<file path="src/rtl/wavetable_loader.sv">
// Wavetable loader: streams samples into the AWG table RAM at incrementing addresses.
// Optional running checksum enabled by defining WTL_CHECKSUM_EN.
module wavetable_loader #(
  parameter int DATA_WIDTH = 16,
  parameter int ADDR_WIDTH = 11
) (
  input  logic                  clk,
  input  logic                  reset,
  input  logic                  start,
  input  logic [ADDR_WIDTH:0]   length,
  input  logic                  abort,
  input  logic [DATA_WIDTH-1:0] s_data,
  input  logic                  s_valid,
  output logic                  s_ready,
  output logic                  wr_en,
  output logic [ADDR_WIDTH-1:0] wr_addr,
  output logic [DATA_WIDTH-1:0] wr_data,
  output logic                  busy,
  output logic                  done,
  output logic                  error,
  output logic [ADDR_WIDTH:0]   range,
  output logic [DATA_WIDTH-1:0] checksum
);

  localparam logic [ADDR_WIDTH:0] DEPTH = {1'b1, {ADDR_WIDTH{1'b0}}};
  localparam logic [ADDR_WIDTH:0] ONE   = {{ADDR_WIDTH{1'b0}}, 1'b1};

  typedef enum logic [1:0] {IDLE, LOAD, DONE} state_t;

  state_t              state, state_nxt;
  logic [ADDR_WIDTH:0] len_q;
  logic [ADDR_WIDTH:0] cnt;
  logic [ADDR_WIDTH:0] cnt_inc;
  logic                len_ok;
  logic                accept;
  logic                illegal;
  logic                xfer;
  logic                aborted;

  assign cnt_inc = cnt + ONE;
  assign len_ok  = (length != '0) && (length <= DEPTH);

  always_ff @(posedge clk) begin
    if (reset) state <= IDLE;
    else       state <= state_nxt;
  end

  always_comb begin
    state_nxt = state;
    accept    = 1'b0;
    illegal   = 1'b0;
    xfer      = 1'b0;
    aborted   = 1'b0;
    s_ready   = 1'b0;
    busy      = 1'b0;
    done      = 1'b0;
    case (state)
      IDLE: begin
        if (start) begin
          if (len_ok) begin
            accept    = 1'b1;
            state_nxt = LOAD;
          end else begin
            illegal = 1'b1;
          end
        end
      end
      LOAD: begin
        s_ready = 1'b1;
        busy    = 1'b1;
        // abort takes priority over a sample offered in the same cycle
        if (abort) begin
          aborted   = 1'b1;
          state_nxt = IDLE;
        end else if (s_valid) begin
          xfer = 1'b1;
          if (cnt_inc == len_q) state_nxt = DONE;
        end
      end
      DONE: begin
        busy      = 1'b1;
        done      = 1'b1;
        state_nxt = IDLE;
      end
      default: state_nxt = IDLE;
    endcase
  end

  always_ff @(posedge clk) begin
    if (reset) begin
      len_q   <= '0;
      cnt     <= '0;
      wr_en   <= 1'b0;
      wr_addr <= '0;
      wr_data <= '0;
      error   <= 1'b0;
      range   <= '0;
    end else begin
      wr_en <= xfer;
      if (xfer) begin
        wr_addr <= cnt[ADDR_WIDTH-1:0];
        wr_data <= s_data;
        cnt     <= cnt_inc;
      end
      if (accept) begin
        len_q <= length;
        cnt   <= '0;
        error <= 1'b0;
      end
      if (illegal || aborted) error <= 1'b1;
      if (state == DONE) range <= len_q;
    end
  end

`ifdef WTL_CHECKSUM_EN
  logic [DATA_WIDTH-1:0] sum_q;

  always_ff @(posedge clk) begin
    if (reset || accept) sum_q <= '0;
    else if (wr_en)      sum_q <= sum_q + wr_data;
  end

  assign checksum = sum_q;
`else
  assign checksum = '0;
`endif

endmodule

</file>
<file path="config.mk">
export PLATFORM = sky130hd
export DESIGN_NAME = wavetable_loader
export DESIGN_NICKNAME = d
export VERILOG_FILES = /design/src/rtl/wavetable_loader.sv
export SDC_FILE = /design/constraint.sdc
export NUM_CORES = 1
export LEC_CHECK = 0
export CORE_MARGIN = 1
export CORE_UTILIZATION = 25
export DETAILED_ROUTE_END_ITERATION = 10
export GPL_TIMING_DRIVEN = 0
export PLACE_DENSITY_LB_ADDON = 0.08
export SETUP_SLACK_MARGIN = 0.02
export SLEW_MARGIN = 20
export SYNTH_ARGS = -nofsm -noshare
export SYNTH_HDL_FRONTEND = slang
export SYNTH_SLANG_ARGS = --single-unit
</file>
<file path="constraint.sdc">
create_clock -name clk -period 5.8 [get_ports clk]
set_input_delay 1.16 -clock clk [delete_from_list [all_inputs] [get_ports clk]]
set_output_delay 1.16 -clock clk [all_outputs]
set_load 0.03 [all_outputs]
</file>
==> results.py <==
metrics = {
    "critical_path": {
        "cp-end-kind": "register",
        "critical_path_class": "primary input to register",
        "crit_slowest_cell": "or4_1",
        "startpoint_type": "primary input",
        "crit_chain": "clkdlybuf4s50_1, or4_1, o31ai_1, nand2_1, nor2_2, buf_6, mux2i_1, nor2_1",
        "cp.arrival_ns": 3.43,
        "worstPathMaxFanout": 10,
        "max_stage_delay_ns": 0.59,
        "cp.required_ns": 6.01,
    },
    "cts": {
        "tritoncts": "yes",
        "clkTransAtPathRegs_ns": 0.05,
        "clk_latency_ns": 0.33,
        "cts_root_buf": "clkbuf_16",
        "cts_buffer_depth": 2,
        "cts.htree.levels": 3,
        "cts_hold_buffers": 0,
        "numClockSinks": 67,
        "cts_buffers": 9,
        "cts-resized-gates": 0,
        "cts_setup_buffers": 0,
    },
    "detailed_routing": {
        "totalWireLength_mm": 8.21,
        "viasPerCell": 4.27,
        "antenna_left": 0,
        "routedWlPerCell_microns": 12.8,
        "dr.pass1.iters": 4,
        "dr.first_iter.drc_count": 65,
        "num_vias": 2745,
        "post-route-drc-count": 0,
    },
    "global_routing": {
        "grt_antenna_before_repair": 0,
        "grt_pass1_wl_mm": 13.4,
        "grt_usage_pct": 13.7,
        "grt_pass1_vias": 2606,
        "grt_max_degree": 12,
        "grt_remaining_overflow": 0,
    },
    "die": {
        "core_area_sq_um": 12100,
        "rows": 40,
        "num_io_pins": 93,
        "die_area_sq_um": 12800,
        "die_h_microns": 113,
        "die_x_microns": 113,
        "start_util_pct": 25.7,
    },
    "finish": {
        "diodes": 0,
        "final_common_cell": "clkdlybuf4s50_1",
        "drive_above_1_share_pct": 9.26,
        "layout_common_cells": "clkdlybuf4s50_1, dfxtp_1, nand2_1",
        "finalNetCount": 507,
        "fill_cells": 1278,
        "regArea_sq_um": 1340,
        "synthToLayoutAreaGrowth_pct": 42.4,
        "multi_input_area_sq_um": 1560,
    },
    "power_and_ir_drop": {
        "leakage_uw": 0.00158,
        "finalPower_uw": 1280,
        "worst_ir_drop_vdd_mv": 0.157,
        "powerDensity_nw_per_um2": 290,
    },
    "timing": {
        "period_needed_ns": 3.22,
        "hold_viol": 0,
        "tns_ns": 0,
        "max_freq_ghz": 0.310,
        "period_share_pct": 55.6,
        "tightest_slew_ns": 0.771,
        "maxSlewViolCount": 0,
        "fin_skew_ns": 0.00459,
        "setup_violations": 0,
        "max_slew_margin_pct": 48.6,
        "rsz0062_at_grt": "no",
    },
    "placement": {
        "place_congestion": 0.774,
        "dp_hpwl_mm": 6.22,
        "numPortBuffers": 76,
    },
    "logic_synthesis": {
        "synthArstFlopShare_pct": 0,
        "ys.flop_type": "dfxtp_1",
        "yosys_warnings": 0,
        "synth_cell_types": 50,
        "seq_area_frac_synth_pct": 43.3,
        "synth.area.top_cells": "dfxtp_1, nand2_1, mux2i_1",
        "yosysTopAreaCellShare_pct": 43.3,
        "syn_area_sq_um": 3100,
        "synth-edff-count": 0,
        "ys_ff_latch": 67,
        "syn-instance-count": 368,
        "synth_top_cell_by_area": "dfxtp_1",
        "postSynthAreaPerCell_sq_um": 8.42,
    },
    "run": {
        "maxCapViolCount": 0,
    },
    "min_path": {
        "holdCritPathClass": "register to register",
    },
    "status": {
        "status": "finished, final reports clean",
    },
}
-- cell families after synthesis --
| kind of cell | after synthesis | share of synthesized area [%] |
|---|---|---|
| AND/OR/NAND/NOR | 152 | 22.7 |
| flip-flops | 67 | 43.3 |
| AO/OA/AOI/OAI | 55 | 10.9 |
| buffers and inverters | 45 | 8.07 |
| multiplexers | 23 | 7.43 |
| XOR/XNOR | 21 | 5.93 |
| adder cells (fa/ha/maj) | 4 | 1.61 |
| other | 1 | 0.121 |
-- final timing paths --
path                            startpoint         end  slack, ns  depth (start not counted)
worst min-delay path            wr_data[0]  wr_data[0]       0.45                          2
worst min register to register  wr_data[0]  wr_data[0]       0.45                          2
worst max register to register      cnt[0]    state[1]       3.42                          7
worst max-delay path             length[3]    len_q[5]       2.58                          8
-- worst max-delay path: cells and delay by family --
kind                   cells  cell delay [ns]
buffers and inverters      2             0.67
AND/OR/NAND/NOR            4             1.01
multiplexers               1             0.20
AO/OA/AOI/OAI              1             0.39
-- per-layer routing --
metal	part of all wire, %	GRT usage, %	vias up
met5	0	0	-
met3	4.7	3.43	11
met2	42	20.8	72
met1	51	17.8	1241
met4	2.2	7.28	0
li1	-	-	1421
-- per-stage QoR --
stage               instances  utilization [%]  hold slack, ns  setup WS, ns  cell area, sq um
floorplan                 383                -           0.471          2.96              3160
detailed placement        627             34.2           0.448          2.18              4130
CTS                       643             36.6           0.455          2.54              4410
finish                    643             36.6           0.451          2.58              4410
global route              643             36.6           0.477          2.34              4410
global placement          627             34.2           0.442          2.22              4130
-- layout make-up --
class | instances | share of cell area, %
clock inverter | 5 | 1.22
multi-input combinational | 271 | 35.4
timing repair buffer | 76 | 17.2
tap | 168 | 4.76
inverter | 6 | 0.510
clock buffer | 11 | 5.27
sequential | 67 | 30.4
buffer | 39 | 5.16
-- registers in the layout (all words and copies together) (netlist names) --
name	cells
cnt	12
error	1
len_q	12
range	12
state	2
wr_addr	11
wr_data	16
wr_en	1
-- Yosys cell counts, drive strengths merged, types with 2 or more instances --
cell type / count
nand2b: 2
a21oi: 34
nand4: 3
and3: 3
nor2: 45
nor4b: 2
xor2: 7
o31ai: 2
nand2: 64
dfxtp: 67
clkbuf: 15
or4: 3
nor3: 4
nor4: 2
nor2b: 3
and4: 2
buf: 24
o311ai: 2
xnor2: 14
o21ai: 4
ha: 4
or3: 4
a31oi: 2
and2: 2
mux2i: 23
nand3: 9
o32a: 2
inv: 6
-- where the power goes --
group	internal [uW]	total (uW)	leakage, uW	switching (uW)
combinational	107	248	0.000898	141
clock	331	530	0.000143	199
sequential	482	501	0.000542	19.2
No activity file was read; power rests on OpenSTA's default activity.
